[src/rtl/voice_allocator.sv]
// voice_allocator: maps MIDI note-on/note-off bursts onto NUM_VOICES voice slots.
// Optional macro VOICE_STEAL_EN: when all voices are busy, steal the oldest; otherwise drop the note-on.
// Latency off+on+1 cycles from burst_ready_in to update_out; bursts arriving while busy are dropped.

module voice_allocator #(
  parameter int NUM_VOICES = 5,
  parameter int AGE_W      = 4
) (
  input  logic                        clk_in,
  input  logic                        rst_in,
  input  logic [4:0][20:0]            burst_notes_on_in,
  input  logic [4:0][20:0]            burst_notes_off_in,
  input  logic [2:0]                  on_msg_count_in,
  input  logic [2:0]                  off_msg_count_in,
  input  logic                        burst_ready_in,
  output logic [NUM_VOICES-1:0][7:0]  voice_note_out,
  output logic [NUM_VOICES-1:0][7:0]  voice_velocity_out,
  output logic [NUM_VOICES-1:0][3:0]  voice_channel_out,
  output logic [NUM_VOICES-1:0]       voice_active_out,
  output logic                        update_out,
  output logic                        busy_out,
  output logic                        dropped_out
);

  localparam int IDX_W = (NUM_VOICES > 1) ? $clog2(NUM_VOICES) : 1;
  localparam logic [AGE_W-1:0] AGE_MAX = '1;

  typedef enum logic [1:0] {
    IDLE     = 2'd0,
    OFF_SCAN = 2'd1,
    ON_ALLOC = 2'd2,
    DONE     = 2'd3
  } state_t;

  state_t                         state_q, state_d;
  // On messages keep {channel, note, velocity}; off messages only need {channel, note}.
  logic [4:0][19:0]               on_msgs_q, on_msgs_d;
  logic [4:0][11:0]               off_msgs_q, off_msgs_d;
  logic [2:0]                     on_cnt_q, on_cnt_d;
  logic [2:0]                     off_cnt_q, off_cnt_d;
  logic [2:0]                     on_idx_q, on_idx_d;
  logic [2:0]                     off_idx_q, off_idx_d;
  logic [NUM_VOICES-1:0][7:0]     note_q, note_d;
  logic [NUM_VOICES-1:0][7:0]     vel_q, vel_d;
  logic [NUM_VOICES-1:0][3:0]     chan_q, chan_d;
  logic [NUM_VOICES-1:0]          active_q, active_d;
  logic [NUM_VOICES-1:0][AGE_W-1:0] age_q, age_d;
  logic                           update_q, update_d;
  logic                           busy_q, busy_d;
  logic                           dropped_q, dropped_d;

  // Combinational scratch for the current message.
  logic [19:0]                    cur_on;
  logic [11:0]                    cur_off;
  logic [2:0]                     on_idx_nxt, off_idx_nxt;
  logic [2:0]                     on_cnt_in, off_cnt_in;
  logic                           hit_found, free_found;
  logic [IDX_W-1:0]               hit_idx, free_idx, wr_idx;
  logic                           do_write;
  logic                           rel_en;
  logic [7:0]                     rel_note;
  logic [3:0]                     rel_chan;
  logic [4:0]                     unused_status;
`ifdef VOICE_STEAL_EN
  logic [IDX_W-1:0]               steal_idx;
  logic [AGE_W-1:0]               best_age;
`endif

  // Status bits and off-message velocities carry no information for allocation.
  always_comb begin
    unused_status = '0;
    for (int i = 0; i < 5; i++) begin
      unused_status[i] = burst_notes_on_in[i][20] ^ burst_notes_off_in[i][20]
                         ^ (^burst_notes_off_in[i][7:0]);
    end
  end

  // Next-state logic: capture, off scan, on allocation and voice table update.
  always_comb begin
    state_d    = state_q;
    on_msgs_d  = on_msgs_q;
    off_msgs_d = off_msgs_q;
    on_cnt_d   = on_cnt_q;
    off_cnt_d  = off_cnt_q;
    on_idx_d   = on_idx_q;
    off_idx_d  = off_idx_q;
    note_d     = note_q;
    vel_d      = vel_q;
    chan_d     = chan_q;
    active_d   = active_q;
    age_d      = age_q;
    dropped_d  = 1'b0;

    on_cnt_in   = (on_msg_count_in  > 3'd5) ? 3'd5 : on_msg_count_in;
    off_cnt_in  = (off_msg_count_in > 3'd5) ? 3'd5 : off_msg_count_in;
    cur_on      = on_msgs_q[on_idx_q];
    cur_off     = off_msgs_q[off_idx_q];
    on_idx_nxt  = on_idx_q + 3'd1;
    off_idx_nxt = off_idx_q + 3'd1;

    rel_en   = 1'b0;
    rel_note = cur_off[7:0];
    rel_chan = cur_off[11:8];
    do_write = 1'b0;
    wr_idx   = '0;

    // Candidate voices for the current on message: existing match, then lowest free.
    hit_found  = 1'b0;
    hit_idx    = '0;
    free_found = 1'b0;
    free_idx   = '0;
    for (int i = 0; i < NUM_VOICES; i++) begin
      if (!hit_found && active_q[i] && note_q[i] == cur_on[15:8]
          && chan_q[i] == cur_on[19:16]) begin
        hit_found = 1'b1;
        hit_idx   = IDX_W'(i);
      end
      if (!free_found && !active_q[i]) begin
        free_found = 1'b1;
        free_idx   = IDX_W'(i);
      end
    end
`ifdef VOICE_STEAL_EN
    // Oldest voice; strict compare keeps the lowest index on ties.
    steal_idx = '0;
    best_age  = age_q[0];
    for (int i = 1; i < NUM_VOICES; i++) begin
      if (age_q[i] > best_age) begin
        best_age  = age_q[i];
        steal_idx = IDX_W'(i);
      end
    end
`endif

    case (state_q)
      IDLE: begin
        if (burst_ready_in) begin
          for (int i = 0; i < 5; i++) begin
            on_msgs_d[i]  = burst_notes_on_in[i][19:0];
            off_msgs_d[i] = burst_notes_off_in[i][19:8];
          end
          on_cnt_d  = on_cnt_in;
          off_cnt_d = off_cnt_in;
          on_idx_d  = 3'd0;
          off_idx_d = 3'd0;
          // Empty lists are skipped without spending a cycle on them.
          if (off_cnt_in != 3'd0)     state_d = OFF_SCAN;
          else if (on_cnt_in != 3'd0) state_d = ON_ALLOC;
          else                        state_d = DONE;
        end
      end
      OFF_SCAN: begin
        rel_en    = 1'b1;
        off_idx_d = off_idx_nxt;
        if (off_idx_nxt == off_cnt_q) begin
          state_d = (on_cnt_q != 3'd0) ? ON_ALLOC : DONE;
        end
      end
      ON_ALLOC: begin
        if (cur_on[7:0] == 8'd0) begin
          // Zero velocity is a note-off in disguise.
          rel_en   = 1'b1;
          rel_note = cur_on[15:8];
          rel_chan = cur_on[19:16];
        end else if (hit_found) begin
          do_write = 1'b1;
          wr_idx   = hit_idx;
        end else if (free_found) begin
          do_write = 1'b1;
          wr_idx   = free_idx;
        end else begin
`ifdef VOICE_STEAL_EN
          do_write = 1'b1;
          wr_idx   = steal_idx;
`else
          dropped_d = 1'b1;
`endif
        end
        on_idx_d = on_idx_nxt;
        if (on_idx_nxt == on_cnt_q) state_d = DONE;
      end
      DONE: begin
        state_d = IDLE;
      end
      default: begin
        state_d = IDLE;
      end
    endcase

    // Release every sounding voice with matching note and channel.
    if (rel_en) begin
      for (int i = 0; i < NUM_VOICES; i++) begin
        if (active_q[i] && note_q[i] == rel_note && chan_q[i] == rel_chan) begin
          active_d[i] = 1'b0;
        end
      end
    end

    // Claim the chosen voice; every other sounding voice grows older.
    if (do_write) begin
      for (int i = 0; i < NUM_VOICES; i++) begin
        if (IDX_W'(i) == wr_idx) begin
          note_d[i]   = cur_on[15:8];
          chan_d[i]   = cur_on[19:16];
          vel_d[i]    = cur_on[7:0];
          active_d[i] = 1'b1;
          age_d[i]    = '0;
        end else if (active_q[i] && age_q[i] != AGE_MAX) begin
          age_d[i] = age_q[i] + 1'b1;
        end
      end
    end

    if (state_q != IDLE && burst_ready_in) dropped_d = 1'b1;
    busy_d   = (state_d != IDLE);
    update_d = (state_d == DONE);
  end

  // State and output registers; reset abandons any burst in flight.
  always_ff @(posedge clk_in or posedge rst_in) begin
    if (rst_in) begin
      state_q    <= IDLE;
      on_msgs_q  <= '0;
      off_msgs_q <= '0;
      on_cnt_q   <= '0;
      off_cnt_q  <= '0;
      on_idx_q   <= '0;
      off_idx_q  <= '0;
      note_q     <= '0;
      vel_q      <= '0;
      chan_q     <= '0;
      active_q   <= '0;
      age_q      <= '0;
      update_q   <= 1'b0;
      busy_q     <= 1'b0;
      dropped_q  <= 1'b0;
    end else begin
      state_q    <= state_d;
      on_msgs_q  <= on_msgs_d;
      off_msgs_q <= off_msgs_d;
      on_cnt_q   <= on_cnt_d;
      off_cnt_q  <= off_cnt_d;
      on_idx_q   <= on_idx_d;
      off_idx_q  <= off_idx_d;
      note_q     <= note_d;
      vel_q      <= vel_d;
      chan_q     <= chan_d;
      active_q   <= active_d;
      age_q      <= age_d;
      update_q   <= update_d;
      busy_q     <= busy_d;
      dropped_q  <= dropped_d;
    end
  end

  assign voice_note_out     = note_q;
  assign voice_velocity_out = vel_q;
  assign voice_channel_out  = chan_q;
  assign voice_active_out   = active_q;
  assign update_out         = update_q;
  assign busy_out           = busy_q;
  assign dropped_out        = dropped_q;

endmodule
[config.mk]
export PLATFORM = sky130hd
export DESIGN_NAME = voice_allocator
export DESIGN_NICKNAME = d
export VERILOG_FILES = /design/src/rtl/voice_allocator.sv
export SDC_FILE = /design/constraint.sdc
export NUM_CORES = 1
export LEC_CHECK = 0
export CORE_AREA = 5 5 181 183
export CTS_BUF_LIST = sky130_fd_sc_hd__clkbuf_4 sky130_fd_sc_hd__clkbuf_8
export DETAILED_ROUTE_END_ITERATION = 6
export DIE_AREA = 0 0 186 188
export HOLD_SLACK_MARGIN = 0.05
export MAX_ROUTING_LAYER = met4
export PLACE_DENSITY = 0.8
export SETUP_SLACK_MARGIN = 0.3
export SLEW_MARGIN = 15
export SYNTH_ARGS = -nofsm -noshare
export SYNTH_HDL_FRONTEND = slang
export SYNTH_SLANG_ARGS = --single-unit
[constraint.sdc]
create_clock -name clk_in -period 8.9 [get_ports clk_in]
set_clock_uncertainty 0.1 [all_clocks]
set_input_delay 1.335 -clock clk_in [delete_from_list [all_inputs] [get_ports clk_in]]
set_output_delay 1.335 -clock clk_in [all_outputs]
set_load 0.005 [all_outputs]
==> results of run 1 <==
==> state kept, by name, indices dropped and copies added, names as in the netlist <==
signal              count
on_msgs_q             100
off_msgs_q             60
voice_note_out         40
voice_velocity_out     40
voice_channel_out      20
voice_active_out        5
off_cnt_q               3
off_idx_q               3
on_cnt_q                3
on_idx_q                3
state_q                 2
busy_out                1
dropped_out             1
update_out              1
==> worst min-delay path by stage <==
stage,to,slack [ps],cells after the start
5_1_grt,on_msgs_q[30],420,1
6_report,on_msgs_q[85],400,1
2_1_floorplan,off_cnt_q[1],370,2
4_1_cts,on_msgs_q[77],400,1
3_3_place_gp,on_msgs_q[98],380,1
3_5_place_dp,on_msgs_q[77],390,1
==> final cells by class <==
type | instances | area, um^2 | area share, %
flip-flops and latches | 282 | 7060 | 38.1
inverters | 19 | 75.1 | 0.405
clock buffers | 81 | 1020 | 5.51
clock inverters | 5 | 27.5 | 0.149
multi-input cells | 802 | 6930 | 37.4
well taps | 402 | 503 | 2.72
repair buffers | 294 | 2910 | 15.7
==> power by group through the flow <==
stage / sequential (W) / combinational [W] / clock [W]
global route: 0.00252 / 0.00433 / 0.00133
global placement: 0.00243 / 0.00394 / 0
floorplan: 0.00231 / 0.00262 / 0
finish: 0.00245 / 0.00403 / 0.00124
detailed placement: 0.00246 / 0.00401 / 0
CTS: 0.00244 / 0.00403 / 0.00127
==> layer usage <==
layer / track usage [%] / vias to the layer above
met5: - / -
met4: 7.26 / 0
met3: 5.78 / 83
met2: 38.7 / 383
met1: 31.8 / 5375
li1: - / 4818
==> cell usage in the layout, fill, tap and decap left out, drive strengths merged, types with 6 or more instances in the layout <==
master	Yosys	layout
a21oi	29	29
a22oi	11	11
a32oi	6	6
and3b	7	7
buf	32	18
clkbuf	32	81
clkdlybuf4s50	0	276
dfrtp	282	282
inv	19	18
mux2	285	285
mux2i	49	49
nand2	39	39
nand2b	13	13
nand3	18	18
nand4	22	22
nor2	28	28
nor3	16	16
nor4	7	7
o21ai	49	49
o22ai	13	13
o2bb2ai	7	7
o31ai	6	6
xnor2	85	85
xor2	27	27
==> worst max-delay path, stage by stage (launching register included) <==
cell,delay (ps)
dfrtp_2,490
buf_4,320
nor2_2,380
a22oi_1,190
o21ai_1,910
xnor2_1,210
nand4_1,130
nor4_2,410
a21oi_1,80
o21ai_1,410
and3b_1,990
mux2_2,430
==> kinds of logic (layout without fill, tap and decap cells) <==
logic type | count (synthesis) | in the layout
compound gates | 165 | 165
xor+xnor | 112 | 112
fa+ha+maj | 5 | 5
buf+inv | 83 | 399
flops | 282 | 282
mux | 334 | 334
simple gates | 186 | 186
==> per-stage QoR <==
stage / setup slack (ps) / utilization (%) / area [um^2]
6_report: 3690 / 59.6 / 18500
4_1_cts: 3720 / 59.6 / 18500
3_3_place_gp: 3760 / 56.3 / 17500
5_1_grt: 3420 / 59.6 / 18500
3_5_place_dp: 3720 / 56.3 / 17500
2_1_floorplan: 3730 / - / 14300
==> synth_stat cells, types with 4 or more instances <==
cell type / n / area, um^2
a21o_1: 4 / 30.0
a21oi_1: 28 / 140
a22oi_1: 10 / 75.1
a32oi_1: 6 / 52.6
and3b_1: 7 / 61.3
buf_2: 26 / 130
clkbuf_1: 32 / 120
dfrtp_1: 282 / 7060
ha_1: 5 / 62.6
inv_1: 18 / 67.6
mux2_1: 8 / 90.1
mux2_2: 274 / 3090
mux2i_1: 48 / 480
nand2_1: 39 / 146
nand2b_1: 13 / 81.3
nand3_1: 18 / 90.1
nand3b_1: 5 / 37.5
nand4_1: 21 / 131
nor2_1: 27 / 101
nor2b_1: 4 / 25.0
nor3_1: 16 / 80.1
nor4_1: 5 / 31.3
o211ai_1: 5 / 37.5
o21ai_0: 37 / 185
o21ai_1: 9 / 45.0
o22a_1: 5 / 43.8
o22ai_1: 13 / 81.3
o2bb2ai_1: 7 / 61.3
o31ai_1: 5 / 37.5
or4_1: 5 / 37.5
xnor2_1: 85 / 744
xor2_1: 27 / 236
==> metrics, run 1 <==
hold violation count in the final report 0; Pwr Total slightly below 0.008 W; Layout Cells excl Fill 1885; DRC 0; Overall Global Routing Usage 24.6%; Die Ht ~190 um; area grow syn2layout 29.2%; CTS H-tree lvls 2; net load switching power roughly 0.0031 W; Yosys cell types 75; critical path required time a little over 9000 ps; kind of start point of the critical path flop; Root Buffer clkbuf_8; DIE AREA 35000 um^2; DR pass1 iterations 5; Longest Clk Path Bufs 3; I/O Pins between 300 and 400; Skew-Pair Late Insertion Delay just under 600 ps; CTS sink count about 280; post-route met1 wirelength between 15000 and 20000 um; global-route wire length before repair roughly 65000 um; total gr overflow 0; compound-gate portion of the synthesized area under 10%; Initial Utilization around 46%; Slew HR a little over a fifth; worst vdd ir 0.166 mV; antenna diode count 0; Total Nets Final between 1500 and 2000; Fin Hold WS approximately 400 ps; Synth Area in Adders less than 1%; Clock power frac approximately 16%; post-route setup TNS 0 ps; Logic pwr share roughly 52%; WL final 42500 um; Worst Path Arrival between 5000 and 6000 ps; crit path max fanout 45; critical path class flop to flop; DR iter-0 viols ~700; EDFF count, synth 0; row count 65; reg2reg setup slack around 3700 ps; Slew @ Worst Pin 1170 ps; simple-gate share of the synthesized area 7.26%; Syn Nets roughly 1400; routed length on met2 20300 um; reg2reg path depth 11; post-DR wirelength/cell around 23 um; multiplexer share of the synthesized area 25.9%; largest net degree at the start of global routing 153; number of synthesized register bits around 280; Critical Path Sink voice_velocity_out[3]; register area share after synthesis approximately half; syn_area_per_cell 12.3 um^2; internal power 0.00465 W; pwr dens ~420 nW/um^2; CTS hold repair buffers 0; Reg power frac a little under a third; Placer Congestion around 0.95; number of global-route vias before repair approximately 11000; total number of vias about 11000; RSZ-0062 raised after global routing no; LEAKAGE ~7.5 nW; cell area after synthesis between 10000 and 15000 um^2; antenna violations before repair 0; post-synthesis xor/xnor area fraction under 10%; post-route antenna net violation count 0; CTS Buf Count 50; CTS tree built; worst hold path type flop to flop; fmax between 150 and 200 MHz; Final Cycle Share around three fifths; Most used DFF post-synth dfrtp_1; synthesis warning total 0; fraction of layout instances using a drive strength above 1 between 20 and 30%; min Tclk post-route 5210 ps; postcts setup bufs 0; DR top layer met4; Hold Path Origin on_msgs_q[85]; vias per inst between 5 and 6; post_cts resized 0; crit path from on_idx_q[0]; largest family of logic cells by synthesized area multiplexers; max-slew violations 0; PortBufs between 200 and 300; reg-to-reg startpoint on_idx_q[0]; Clk pin slew, worst setup/hold paths approximately 60 ps; core area 31100 um^2; Filler cells ~2500; ys async rst share 100%; routed wl met3 roughly 3100 um; DP HPWL between 30000 and 40000 um; Final setup viols 0; Sw Share around two fifths; max_cap viols 0; Placed Instances ~1800; outcome complete, no violations; RR Endpoint voice_velocity_out[3]; crit end category flop; DIE WIDTH around 190 um; cells after synthesis around 1200
Note: power is estimated with default switching activity, not from simulation.
==> run 2, diff against run 1 <==
==> constraint.sdc (replaced) <==
create_clock -name clk_in -period 4.7 [get_ports clk_in]
set_clock_uncertainty 0.1 [all_clocks]
set_input_delay 0.705 -clock clk_in [delete_from_list [all_inputs] [get_ports clk_in]]
set_output_delay 0.705 -clock clk_in [all_outputs]
set_load 0.005 [all_outputs]
==> run 2 against run 1 <==
  * Clock power up 85%
  * Wire length up 3.3%
  * Cell count is 1.6% higher
  * Flip-flop and latch count is the same
  * Utilization up 1.1 points
  * Combinational power grew 96%
  * Global-route usage increased by 0.86 points
  * Non-clock buffer count increased by 30
  * First-iteration DRC count shrank 3.9%
==> metrics, run 2 (synthesized netlist as in run 1, its figures left out) <==
outcome complete, no violations; crit path from on_idx_q[1]; DIE AREA 35000 um^2 (unchanged); post-DR wirelength/cell 22.9 um (+1.7%); Place WS 333 ps (-3390 ps); DR iter-0 viols 685 (-3.9%); Biggest register on_msgs_q; met3 Usage GRT 4.56% (-1.2 points); vias per inst 5.65 (about the same); kind of start point of the critical path flop; critical path class flop to flop; Overall Global Routing Usage 25.4% (+0.86 points); Post-Route Utilization 60.7% (+1.1 points); RSZ-0062 raised after global routing no; met2 Usage GRT 40.6% (+1.9 points); area grow syn2layout 31.5%; Hold Path Origin off_msgs_q[1]; Placed Area 17800 um^2 (+1.8%); DRC 0 (unchanged); Root Buffer clkbuf_8; max_cap viols 0 (unchanged); Total Nets Final 1703 (+1.8%); total gr overflow 0 (unchanged); CTS sink count 282 (unchanged); RR Endpoint voice_channel_out[2]; CTS H-tree lvls 2 (unchanged); Slew HR 26.2% (+4.6 points); postcts setup bufs 0 (unchanged); Longest Clk Path Bufs 3 (unchanged); Largest regs on_msgs_q x100, off_msgs_q x60; final instance area 18900 um^2 (+1.8%); CP top delay family simple AND/OR/NAND/NOR gates; crit path cell chain buf_4 -> or2_2 -> o32a_1 -> nand2_1 -> buf_4 -> xnor2_1 -> nand2_1 -> nor4_2 -> buf_4 -> a21oi_1 -> o21ai_1 -> and3b_1 -> buf_12 -> mux2_2; CTS hold repair buffers 0 (unchanged); Worst Path Arrival 4520 ps (-1050 ps); critical path required time 5030 ps (-4230 ps); Critical Path Sink voice_channel_out[2]; core area 31100 um^2 (unchanged); DP HPWL 32800 um (+5.9%); WL final 43900 um (+3.3%); total number of vias 10800 (+1.6%); largest net degree at the start of global routing 75 (-51%); final worst-path setup slack 514 ps (-3180 ps); antenna violations before repair 2 (+2); Worst Path Buf+Inv 4 (+3); Initial Utilization 46.2% (unchanged); reg2reg path depth 14 (+3); GR Util met1 33.4% (+1.6 points); DR pass1 iterations 7 (+2); crit path max fanout 20 (-56%); DIE WIDTH 186 um (unchanged); hold violation count in the final report 0 (unchanged); Clk pin slew, worst setup/hold paths 60 ps (about the same); max reg flops 100 (unchanged); Crit path depth 14 (+3); Worst path slowest cell dfrtp_4; post-route antenna net violation count 0 (unchanged); number of global-route vias before repair 11400 (+1.7%); CTS tree built; Die Ht 188 um (unchanged); PortBufs 276 (unchanged); fmax 239 MHz (+24%); crit end category flop; Worst path most repeated cell buf_4; Placer Congestion 0.934 (-1.1%); Layout Cells excl Fill 1916 (+1.6%); Placed Instances 1829 (+1.7%); post-route setup TNS 0 ps (unchanged); row count 65 (unchanged); max-slew violations 0 (unchanged); Final setup viols 0 (unchanged); reg2reg setup slack 510 ps (-3180 ps); worst hold path type flop to flop; worst vdd ir 0.300 mV (+81%); GRT busiest layer met2; LEAKAGE 7.69 nW (+2.2%); commonest non-fill, non-tap cell in the layout dfrtp_1; Final Cycle Share 89.1% (+31 points); Slew @ Worst Pin 1100 ps (-78.8 ps); CP peak stage delay 590 ps (-400 ps); min Tclk post-route 4190 ps (-1020 ps); fraction of layout instances using a drive strength above 1 29.0% (+1.7 points); I/O Pins 327 (unchanged); reg-to-reg startpoint on_idx_q[1]; CTS Buf Count 49 (-2.0%); most frequent cells in the layout dfrtp_1 (279), clkdlybuf4s50_1 (276), mux2_2 (274), xnor2_1 (85), clkbuf_8 (64); pwr dens 790 nW/um^2 (+90%); global-route wire length before repair 67000 um (+3.3%); Skew-Pair Late Insertion Delay 570 ps (about the same)
-- run 2: cell types whose count changed in the layout (fill, tap and decap cells not counted), sizes merged --
cell	change
nor2b	+1
clkinv	+1
diode	+2
clkinvlp	+1
buf	+30
clkbuf	-4
-- run 2: final cells by class --
class / instances / area [um^2]
diodes: 2 / 5.00
clock buffers: 77 / 978
clock inverters: 7 / 51.3
fillers: 2447 / 12200
inverters: 19 / 75.1
multi-input cells: 803 / 6960
flip-flops and latches: 282 / 7070
well taps: 402 / 503
repair buffers: 324 / 3220
-- run 2: how the worst min path moves through the flow --
stage / endpoint / slack (ps) / cells after the start
2_1_floorplan: off_cnt_q[1] / 370 / 2
3_3_place_gp: on_msgs_q[98] / 380 / 1
3_5_place_dp: on_msgs_q[13] / 390 / 1
4_1_cts: on_msgs_q[75] / 400 / 1
5_1_grt: on_msgs_q[48] / 410 / 1
6_report: off_msgs_q[1] / 400 / 1
-- run 2: report_power, final --
part	switching [W]	total, W	internal, W	leakage, nW
registers	0.00108	0.00472	0.00363	3.39
clock network	0.000986	0.00230	0.00132	0.543
logic	0.00387	0.00789	0.00403	3.76
total	0.00594	0.0149	0.00898	7.69
-- run 2: what timing repair did --
action                                  4_1_cts  5_1_grt
endpoints found under the setup margin       15       60
cloned                                        0        1
gates resized for setup                       1        7
-- run 2: routing by layer --
metal,routed length (um),up-vias
li1,-,4889
met5,0,-
met4,1310,0
met3,2970,86
met1,18500,5454
met2,21100,403
-- run 2: metrics by stage --
stage | power (W) | hold WS (ps)
2_1_floorplan | 0.00933 | 369
6_report | 0.0149 | 402
5_1_grt | 0.0158 | 412
3_5_place_dp | 0.0125 | 392
3_3_place_gp | 0.0123 | 384
4_1_cts | 0.0149 | 405
